$ cat config.mk
export PLATFORM = sky130hd
export DESIGN_NAME = regfile_param
export DESIGN_NICKNAME = d
export VERILOG_FILES = /design/src/rtl/regfile_pkg.sv /design/src/rtl/regfile_param_push_sync_edge.sv /design/src/rtl/regfile_param.sv
export SDC_FILE = /design/constraint.sdc
export NUM_CORES = 1
export LEC_CHECK = 0
export ABC_AREA = 1
export CORE_UTILIZATION = 50
export CTS_CLUSTER_SIZE = 20
export DETAILED_ROUTE_END_ITERATION = 8
export GPL_TIMING_DRIVEN = 0
export PLACE_DENSITY = 0.68
export SYNTH_ARGS = -nofsm -noshare
export SYNTH_HDL_FRONTEND = slang
export SYNTH_HIERARCHICAL = 1
export SYNTH_SLANG_ARGS = --single-unit
$ cat constraint.sdc
create_clock -name clk -period 2.6 [get_ports clk]
set_clock_uncertainty 0.2 [all_clocks]
set_input_delay 0.65 -clock clk [delete_from_list [all_inputs] [get_ports clk]]
set_output_delay 0.65 -clock clk [all_outputs]
set_load 0.02 [all_outputs]
$ cat src/rtl/regfile_pkg.sv
// Shared constants and helpers for the MIPS register file and the blocks around it
// (decode, ALU, board debug).
package regfile_pkg;

   localparam int DEFAULT_DATA_W = 32;
   localparam int DEFAULT_ADDR_W = 5;
   localparam int ZERO_REG       = 0;

   function automatic int clog2(input int n);
      int r;
      r = 0;
      while ((1 << r) < n) r++;
      return r;
   endfunction

   // Each register comes out of reset holding its own index, so a board display
   // can show that the scanner is working before any program runs.
   function automatic int reg_reset_value(input int idx);
      return idx;
   endfunction

endpackage

$ cat src/rtl/regfile_param_push_sync_edge.sv
// Button conditioner: 2-flop synchroniser and rising-edge detector.
// The output is a one-cycle pulse for each press.
module push_sync_edge (
   input  logic clk,
   input  logic reset,
   input  logic din,
   output logic pulse
);

   logic sync1_q, sync1_d;
   logic sync2_q, sync2_d;
   logic vld1_q, vld1_d;
   logic vld2_q, vld2_d;
   logic hist_q, hist_d;

   // Until the chain has refilled after reset, history is held high.
   // This stops a button held through reset from producing a pulse.
   always_comb begin
      sync1_d = din;
      sync2_d = sync1_q;
      vld1_d  = 1'b1;
      vld2_d  = vld1_q;
      hist_d  = vld2_q ? sync2_q : 1'b1;
   end

   always_ff @(posedge clk) begin
      if (reset) begin
         sync1_q <= 1'b0;
         sync2_q <= 1'b0;
         vld1_q  <= 1'b0;
         vld2_q  <= 1'b0;
         hist_q  <= 1'b1;
      end else begin
         sync1_q <= sync1_d;
         sync2_q <= sync2_d;
         vld1_q  <= vld1_d;
         vld2_q  <= vld2_d;
         hist_q  <= hist_d;
      end
   end

   assign pulse = vld2_q & sync2_q & ~hist_q;

endmodule

$ cat src/rtl/regfile_param.sv
// MIPS general-purpose register file: r0 is hardwired to zero.
// Two registered read ports with write-through bypass, plus a push-button debug scanner.
module regfile_param
   import regfile_pkg::*;
#(
   parameter int DATA_W = DEFAULT_DATA_W,
   parameter int NREGS  = 8,
   parameter int ADDR_W = DEFAULT_ADDR_W,
   parameter int DBG_W  = 8,
   parameter int IDX_W  = 4
) (
   input  logic              clk,
   input  logic              reset,
   input  logic              we,
   input  logic [ADDR_W-1:0] waddr,
   input  logic [DATA_W-1:0] wdata,
   input  logic [ADDR_W-1:0] raddr_a,
   input  logic [ADDR_W-1:0] raddr_b,
   output logic [DATA_W-1:0] rdata_a,
   output logic [DATA_W-1:0] rdata_b,
   input  logic              push,
   output logic [DBG_W-1:0]  dbg_data,
   output logic [IDX_W-1:0]  dbg_index
);

   localparam int PTR_W = (clog2(NREGS) < 1) ? 1 : clog2(NREGS);

   logic [DATA_W-1:0] regs_q [NREGS];
   logic [DATA_W-1:0] regs_d [NREGS];
   logic [DATA_W-1:0] rdata_a_q, rdata_a_d;
   logic [DATA_W-1:0] rdata_b_q, rdata_b_d;
   logic [DBG_W-1:0]  dbg_data_q, dbg_data_d;
   logic [IDX_W-1:0]  dbg_index_q, dbg_index_d;
   logic [PTR_W-1:0]  ptr_q, ptr_d;
   logic              wr_ok;
   logic              push_pulse;

   push_sync_edge u_push (
      .clk   (clk),
      .reset (reset),
      .din   (push),
      .pulse (push_pulse)
   );

   // Out-of-range and r0 writes are dropped here, so they can neither update state nor bypass.
   always_comb begin
      wr_ok = we && (waddr != '0) && ({1'b0, waddr} < (ADDR_W + 1)'(NREGS));
      for (int i = 0; i < NREGS; i++) begin
         regs_d[i] = regs_q[i];
         if (wr_ok && (waddr == ADDR_W'(i))) regs_d[i] = wdata;
      end
      regs_d[ZERO_REG] = '0;
   end

   always_comb begin
      rdata_a_d  = '0;
      rdata_b_d  = '0;
      dbg_data_d = '0;
      for (int i = 1; i < NREGS; i++) begin
         if (raddr_a == ADDR_W'(i)) rdata_a_d = regs_q[i];
         if (raddr_b == ADDR_W'(i)) rdata_b_d = regs_q[i];
         if (ptr_q == PTR_W'(i))    dbg_data_d = regs_q[i][DBG_W-1:0];
      end
      if (wr_ok && (raddr_a == waddr)) rdata_a_d = wdata;
      if (wr_ok && (raddr_b == waddr)) rdata_b_d = wdata;
      ptr_d = ptr_q;
      if (push_pulse) ptr_d = (ptr_q == PTR_W'(NREGS - 1)) ? '0 : ptr_q + PTR_W'(1);
      dbg_index_d = IDX_W'(ptr_q);
   end

   always_ff @(posedge clk) begin
      if (reset) begin
         for (int i = 0; i < NREGS; i++) regs_q[i] <= DATA_W'(reg_reset_value(i));
         rdata_a_q   <= '0;
         rdata_b_q   <= '0;
         dbg_data_q  <= '0;
         dbg_index_q <= '0;
         ptr_q       <= '0;
      end else begin
         for (int i = 0; i < NREGS; i++) regs_q[i] <= regs_d[i];
         rdata_a_q   <= rdata_a_d;
         rdata_b_q   <= rdata_b_d;
         dbg_data_q  <= dbg_data_d;
         dbg_index_q <= dbg_index_d;
         ptr_q       <= ptr_d;
      end
   end

   assign rdata_a   = rdata_a_q;
   assign rdata_b   = rdata_b_q;
   assign dbg_data  = dbg_data_q;
   assign dbg_index = dbg_index_q;

endmodule
==> results.md, run 1 <==
Logic synthesis:
- Synthesis instantiated 33 different standard cells from the library.
- The average size of a mapped cell is 6.53 sq um.
- The mapped netlist covers 0.0156 sq mm.
- The synthesized netlist net count is 2,451.
- The post-synthesis instance total is 2,394.
- Counting flops and latches in the post-synthesis netlist gives 307.
- Sequential cells were found to cover 39.3% of the synthesized design area.
- During synthesis, Yosys emitted a total of 6 warnings.

Global routing:
- Entering global routing, the biggest net connects 12 pins.
- The via count of the first global-routing pass came to 16,800.
- Global routing consumed, over all layers together, 46.0% of the routing resources.
- For this run the aggregate overflow at the end of global routing stands at 0.
- The initial antenna violation count was 1.
- The global-route wire length before repair is 106,000 um.

Detailed routing:
- The first-pass detailed-route iteration total is 7.
- The remaining antenna violation count after routing is 0.
- Summing over every cut layer, the via total after detailed routing is 18,000.
- The detailed-route vias per instance is 6.08.
- The number of design rule violations left after detail routing is 0.
- The DRC marker count from the first detailed-route iteration is 2,545.
- After detailed routing, the average wire length per cell comes to 24.7 um.
- The total wire length is 73,300 um.

Placed design:
- The HPWL after detailed placement is 49,700 um.
- The number of input and output port buffers inserted is 108.
- At the end of routability-driven placement, the weighted congestion stood at 1.02.
- The number of placed instances with taps included is 2,899.

Setup path:
- For the worst setup path, the data arrival time is 2.84 ns.
- By startpoint and endpoint, the worst setup path is classified as primary input to register.
- The nature of the critical path startpoint is a primary input.
- The setup check on the worst reg-to-reg path leaves a slack of 0.10 ns.
- The endpoint class of the critical path is a register.
- The required time of the critical path is 2.86 ns.
- The worst-path maximum fanout is 10.

Floorplan:
- The number of ports placed on the die boundary is 127.
- In this run the core area contains 64 standard-cell rows.
- The die span in y is 179 um.
- The die area is 0.0320 sq mm.
- The die extent in x is 179 um.
- The effective utilization at floorplan is 50.9%.
- The area of the core is 0.0307 sq mm.

Power:
- In this run the power density over the cells is 575 mW/mm^2.
- The worst-case IR drop observed on VDD is 0.483 mV.
- The static power due to leakage is 8.16 nW.

Clock tree:
- The quantity of hold-fixing buffers added after cts is 0.
- After clock tree synthesis, the clock-pin slew on the worst setup and hold paths is 0.05 ns.
- TritonCTS built the clock tree.
- The root buffer cell is clkbuf_16.
- The clock tree buffer depth is 3.
- The insertion delay of the later-clocked pin in the worst-skew pair is 0.54 ns.
- Clock tree synthesis inserted a total of 37 buffers.
- The deepest level of the CTS H-tree is 2.
- The number of sinks handled by clock tree synthesis is 307.

Finish:
- The area growth from synthesis to layout is 18.4%.
- The antenna diode count is 0.
- The final design utilization is 60.3%.
- Leaving out fill and tap cells, the most frequent cell in the layout is nand2_1.
- The sequential cell area is 0.00615 sq mm.
- The area of the multi-input gates is 0.00763 sq mm.
- At the end of the flow, the number of nets in the layout was 2,602.
- Once layout is complete, the cells apart from fillers number 2,964.
- The final-layout fill cell count is 2,984.
- The ratio of cells with drive above 1 in the final layout is 8.49%.
- In the layout the commonest cells are nand2_1, nor2_1, dfxtp_1.

STA:
- The pin slew with the least headroom to its limit is 0.896 ns.
- Derived from the worst setup path, the maximum achievable clock frequency is 388 MHz.
- The final critical-path share of the clock period is 99.1%.
- The count of final hold-check violations is 0.
- The count of final setup violators is 0.
- The final count of pins violating max slew is 0.
- The shortest period the worst path allows is 2.58 ns.
- The worst pin sits at a relative slew slack of 40.0%.

Job:
- The reported max-cap violation count is 0.

Outcome:
- The run finished with clean final reports.

Worst hold path:
- In this run the worst hold path is classified as register to register.
==> worst paths after layout <==
kind	start	to	cells past startpoint
max	reset	regs_q[0][99]	6
min	u_push/vld1_q	u_push/vld2_q	2
max reg2reg	ptr_q[0]	dbg_data[5]	10
min reg2reg	u_push/vld1_q	u_push/vld2_q	2
==> synth_stat cells, drive strengths merged <==
master / number / share of area (%)
nor2: 389 / 9.7
clkbuf: 84 / 2.0
nor3: 4 / 0.19
xor2: 3 / 0.17
o211ai: 37 / 1.8
nor2b: 1 / 0.040
ha: 6 / 0.48
nand2: 463 / 11
a21oi: 165 / 5.3
conb: 1 / 0.024
dfxtp: 307 / 39
buf: 92 / 3.1
o21bai: 21 / 1.0
a211oi: 1 / 0.048
xnor2: 6 / 0.34
nand4: 172 / 6.9
nor4: 1 / 0.040
o21ai: 285 / 9.1
inv: 281 / 6.8
clkinv: 7 / 0.17
nand3: 68 / 2.3
==> worst max-delay path: stages <==
cell	delay [ns]
clkdlybuf4s50_1	0.51
inv_1	0.27
clkbuf_1	0.49
clkbuf_2	0.57
o21ai_0	0.18
a21oi_1	0.16
==> timing repair <==
item                       CTS  global route
pin swaps                    0             1
resized for setup           25            80
setup endpoints to repair  130           179
setup buffers                0             4
==> registers in the layout, summed over array words and instances, names as in the netlist <==
signal,flops
dbg_data,8
dbg_index,3
ptr_q,3
rdata_a,32
rdata_b,32
regs_q,224
u_push/hist_q,1
u_push/sync1_q,1
u_push/sync2_q,1
u_push/vld1_q,1
u_push/vld2_q,1
==> per-stage QoR <==
step	setup TNS [ns]	hold slack [ns]	cell area [sq um]	power [mW]	worst slack, ns
3_5_place_dp	-159.60	0.193	17200	5.70	-1.03
5_1_grt	-0.953	0.213	18500	10.8	-0.0677
6_report	0	0.199	18500	10.6	0.0224
2_1_floorplan	0	0.182	15600	5.29	0.621
4_1_cts	0	0.201	18400	10.6	0.00858
3_3_place_gp	-150.64	0.184	17200	5.69	-1.13
==> layer usage <==
metal	GRT usage, %	share of wire (%)
met5	0	0.023
met2	67.3	41
met3	12.2	13
met1	56.8	37
met4	37.0	9.1
==> area by class of cell <==
type	count	share of cell area, %
plain buffers	175	4.88
clock buffers	56	5.67
clock inverters	6	0.338
inverters	288	5.85
multi-input cells	1623	41.3
flip-flops and latches	307	33.2
well taps	396	2.68
repair buffers	113	6.11
==> report_power, final <==
group | internal, mW | switching, mW | leakage, nW
Combinational | 0.229 | 0.677 | 5.14
Clock | 2.88 | 2.10 | 0.542
Sequential | 4.74 | 0.0170 | 2.48
Total | 7.85 | 2.80 | 8.16
==> cells by family (layout without fill, tap and decap cells) <==
kind of cell             count (synthesis)  after routing  synth area share (%)
flip-flops                             307            307                  39.3
other                                    1              1                0.0240
XOR/XNOR                                 9              9                 0.505
AND/OR/NAND/NOR                       1098           1098                  30.4
buffers and inverters                  464            638                  12.1
AO/OA/AOI/OAI                          509            509                  17.2
adder cells (fa/ha/maj)                  6              6                 0.480
Note: power is estimated with default switching activity, not from simulation.
==> inputs of run 2 (changes only) <==
- CTS_BUF_LIST: unset -> sky130_fd_sc_hd__clkbuf_2
==> results.md, run 2 (same netlist as run 1, synthesis figures left out) <==
Outcome:
- Result of the run: finished with violations (was finished clean).
- The checks that failed: negative setup slack.

Finish:
- Commonest non-fill, non-tap cells in the layout: nand2_1, nor2_1, dfxtp_1 (unchanged).
- The final design utilization is 58.9% (was 60.3%).
- The number of standard cells in the layout, taps in and fillers out is 3,071 (was 2,964).
- The area of the multi-input gates came to 0.00760 sq mm (was 0.00763 sq mm).
- The final-layout fill cell count is 3,100 (was 2,984).
- The sequential cell area is 0.00615 sq mm (unchanged).
- The leading cell type in the layout, fill and taps excluded is nand2_1 (unchanged).
- The register with the highest flop count is regs_q (unchanged).
- The ratio of cells with drive above 1 in the final layout is 9.91% (was 8.49%).
- The post-layout net count is 2,661 (was 2,602).
- The synthesis-to-layout area growth came to 15.7% (was 18.4%).
- The flip-flop count of the largest register, all copies and words added is 224 (unchanged).
- The cell area after layout is 0.0181 sq mm (was 0.0185 sq mm).

Floorplan:
- The count of standard-cell rows is 64 (unchanged).
- The area of the core came to 0.0307 sq mm (unchanged).
- The die area is 0.0320 sq mm (unchanged).
- The die extent in x was 179 um (unchanged).
- The die span in y came to 179 um (unchanged).
- The effective utilization at floorplan is 50.9% (unchanged).
- The number of ports placed on the die boundary was 127 (unchanged).

Power:
- The cell area power density is 524 mW/mm^2 (was 575 mW/mm^2).
- The static power due to leakage was 8.33 nW (was 8.16 nW).
- The worst-case vdd ir drop is 0.473 mV (was 0.483 mV).

Clock tree:
- The deepest level of the CTS H-tree is 3 (was 2).
- The register clock-pin slew on the reported worst setup and hold paths is 0.11 ns (was 0.05 ns).
- The insertion delay of the later-clocked pin in the worst-skew pair is 1.08 ns (was 0.54 ns).
- The TritonCTS buffer count is 86 (was 37).
- The clock tree buffer depth came to 3 (unchanged).
- The root buffer cell is clkbuf_2 (was clkbuf_16).
- The number of sinks handled by clock tree synthesis is 307 (unchanged).
- The number of setup buffers added after CTS was 0 (unchanged).
- The CTS tree is built (unchanged).

Setup path:
- The nature of the critical path startpoint is a primary input (unchanged).
- The worst-path maximum fanout is 10 (unchanged).
- The critical path start-end classification is primary input to register (unchanged).
- Chain of cells forming the critical path: clkdlybuf4s50_1 -> inv_1 -> nand2_2 -> inv_2 -> nand3_1 -> clkbuf_1 -> nor2_1 -> nor2_1 -> nand3_1 -> nand2_1 -> inv_1 (was clkdlybuf4s50_1 -> inv_1 -> clkbuf_1 -> clkbuf_2 -> o21ai_0 -> a21oi_1).
- The maximum cell stage delay along the critical path is 0.96 ns (was 0.57 ns).
- The cell with the biggest individual delay on the critical path is clkbuf_1 (was clkbuf_2).
- The critical path startpoint is raddr_b[3] (was reset).
- The launch point of the worst reg-to-reg path is ptr_q[0] (unchanged).
- The required time of the critical path came to 3.32 ns (was 2.86 ns).
- The endpoint class of the critical path is a register (unchanged).
- The arrival time at the worst endpoint is 3.35 ns (was 2.84 ns).

Detailed routing:
- The remaining antenna violation count after routing is 0 (unchanged).
- The wire length per cell came to 24.2 um (was 24.7 um).
- The total vias in the final route is 18,500 (was 18,000).
- The DRC marker count from the first detailed-route iteration was 2,820 (was 2,545).
- The detailed-route vias per instance was 6.01 (was 6.08).
- The total wire length is 74,300 um (was 73,300 um).
- The first-pass detailed-route iteration total came to 6 (was 7).
- The number of design rule violations left after detail routing is 0 (unchanged).

STA:
- The pin slew with the least headroom to its limit was 1.26 ns (was 0.896 ns).
- Setup repair after global routing left no endpoint under its margin.
- The highest achievable clock rate came to 379 MHz (was 388 MHz).
- The shortest period the worst path allows is 2.64 ns (was 2.58 ns).
- The count of final hold-check violations was 0 (unchanged).
- The final worst-path setup slack is -0.0358 ns (was 0.0224 ns).
- The count of final setup violators is 6 (was 0).
- The relative slew slack was 16.1% (was 40.0%).
- The final critical-path share of the clock period is 101% (was 99.1%).
- The final count of pins violating max slew was 0 (unchanged).

Placed design:
- The number of input and output port buffers inserted is 108 (unchanged).
- The worst setup slack after placement came to -1.03 ns (unchanged).
- The area after detailed placement is 0.0172 sq mm (unchanged).
- The number of placed instances with taps included is 2,899 (unchanged).
- The final RePlAce weighted congestion came to 1.02 (unchanged).
- The HPWL after detailed placement came to 49,700 um (unchanged).

Global routing:
- The global-route wire length before repair is 107,000 um (was 106,000 um).
- The initial antenna violation count is 2 (was 1).
- The maximum number of pins on one net before global-route repair was 14 (was 12).
- The remaining global-route overflow is 0 (unchanged).
- The via count of the first global-routing pass is 17,300 (was 16,800).
- The global-route total usage across every layer is 46.8% (was 46.0%).

Worst hold path:
- The critical hold path startpoint is raddr_a[0] (was u_push/vld1_q).
- The kind of path behind the tightest hold check is primary input to register (was register to register).

Job:
- The reported max-cap violation count is 0 (unchanged).
[run 2: what timing repair did]
action                     4_1_cts  5_1_grt
hold endpoints to repair       110        0
hold buffers                    14        0
setup endpoints to repair       76       38
gates resized for setup         86       39
[run 2: critical path: cells and delay by family]
family,cells,cell delay [ns]
buffers and inverters,5,1.84
and+or+nand+nor,6,0.85
[run 2: report_power, final]
group	switching (mW)	leakage, nW	internal, mW
clock	2.33	0.601	1.49
sequential	0.0166	2.48	4.73
combinational	0.675	5.25	0.225
total	3.02	8.33	6.45
[run 2: metal layers]
layer / vias to the layer above / wire length [um] / track usage (%)
met2: 1448 / 30900 / 68.6
met5: - / 0 / 0
li1: 8256 / - / -
met3: 372 / 10100 / 14.8
met4: 0 / 5870 / 34.7
met1: 8389 / 27400 / 57.1
[run 2: path summary, 6_finish.rpt]
kind	cells after the start	slack, ns	to
setup / recovery	11	-0.04	rdata_b[16]
hold / removal	8	0.06	rdata_a[28]
setup reg to reg	10	0.04	dbg_data[5]
hold reg to reg	1	0.20	u_push/hist_q
[run 2: layout make-up]
class	instances	share of cell area [%]
plain buffers	175	4.42
flip-flops and latches	307	34.0
clock buffers	122	3.38
repair buffers	123	6.25
well taps	396	2.74
clock inverters	35	1.14
diodes	2	0.0277
inverters	288	5.98
multi-input cells	1623	42.1
[run 2: stage by stage]
step                      setup TNS [ns]  hold WS [ns]  total power, mW
after floorplan                        0         0.182             5.29
after global placement           -150.64         0.184             5.69
after detailed placement         -159.60         0.193             5.70
after CTS                              0        0.0460             9.38
after global routing                   0         0.104             9.73
final                            -0.0801        0.0569             9.47
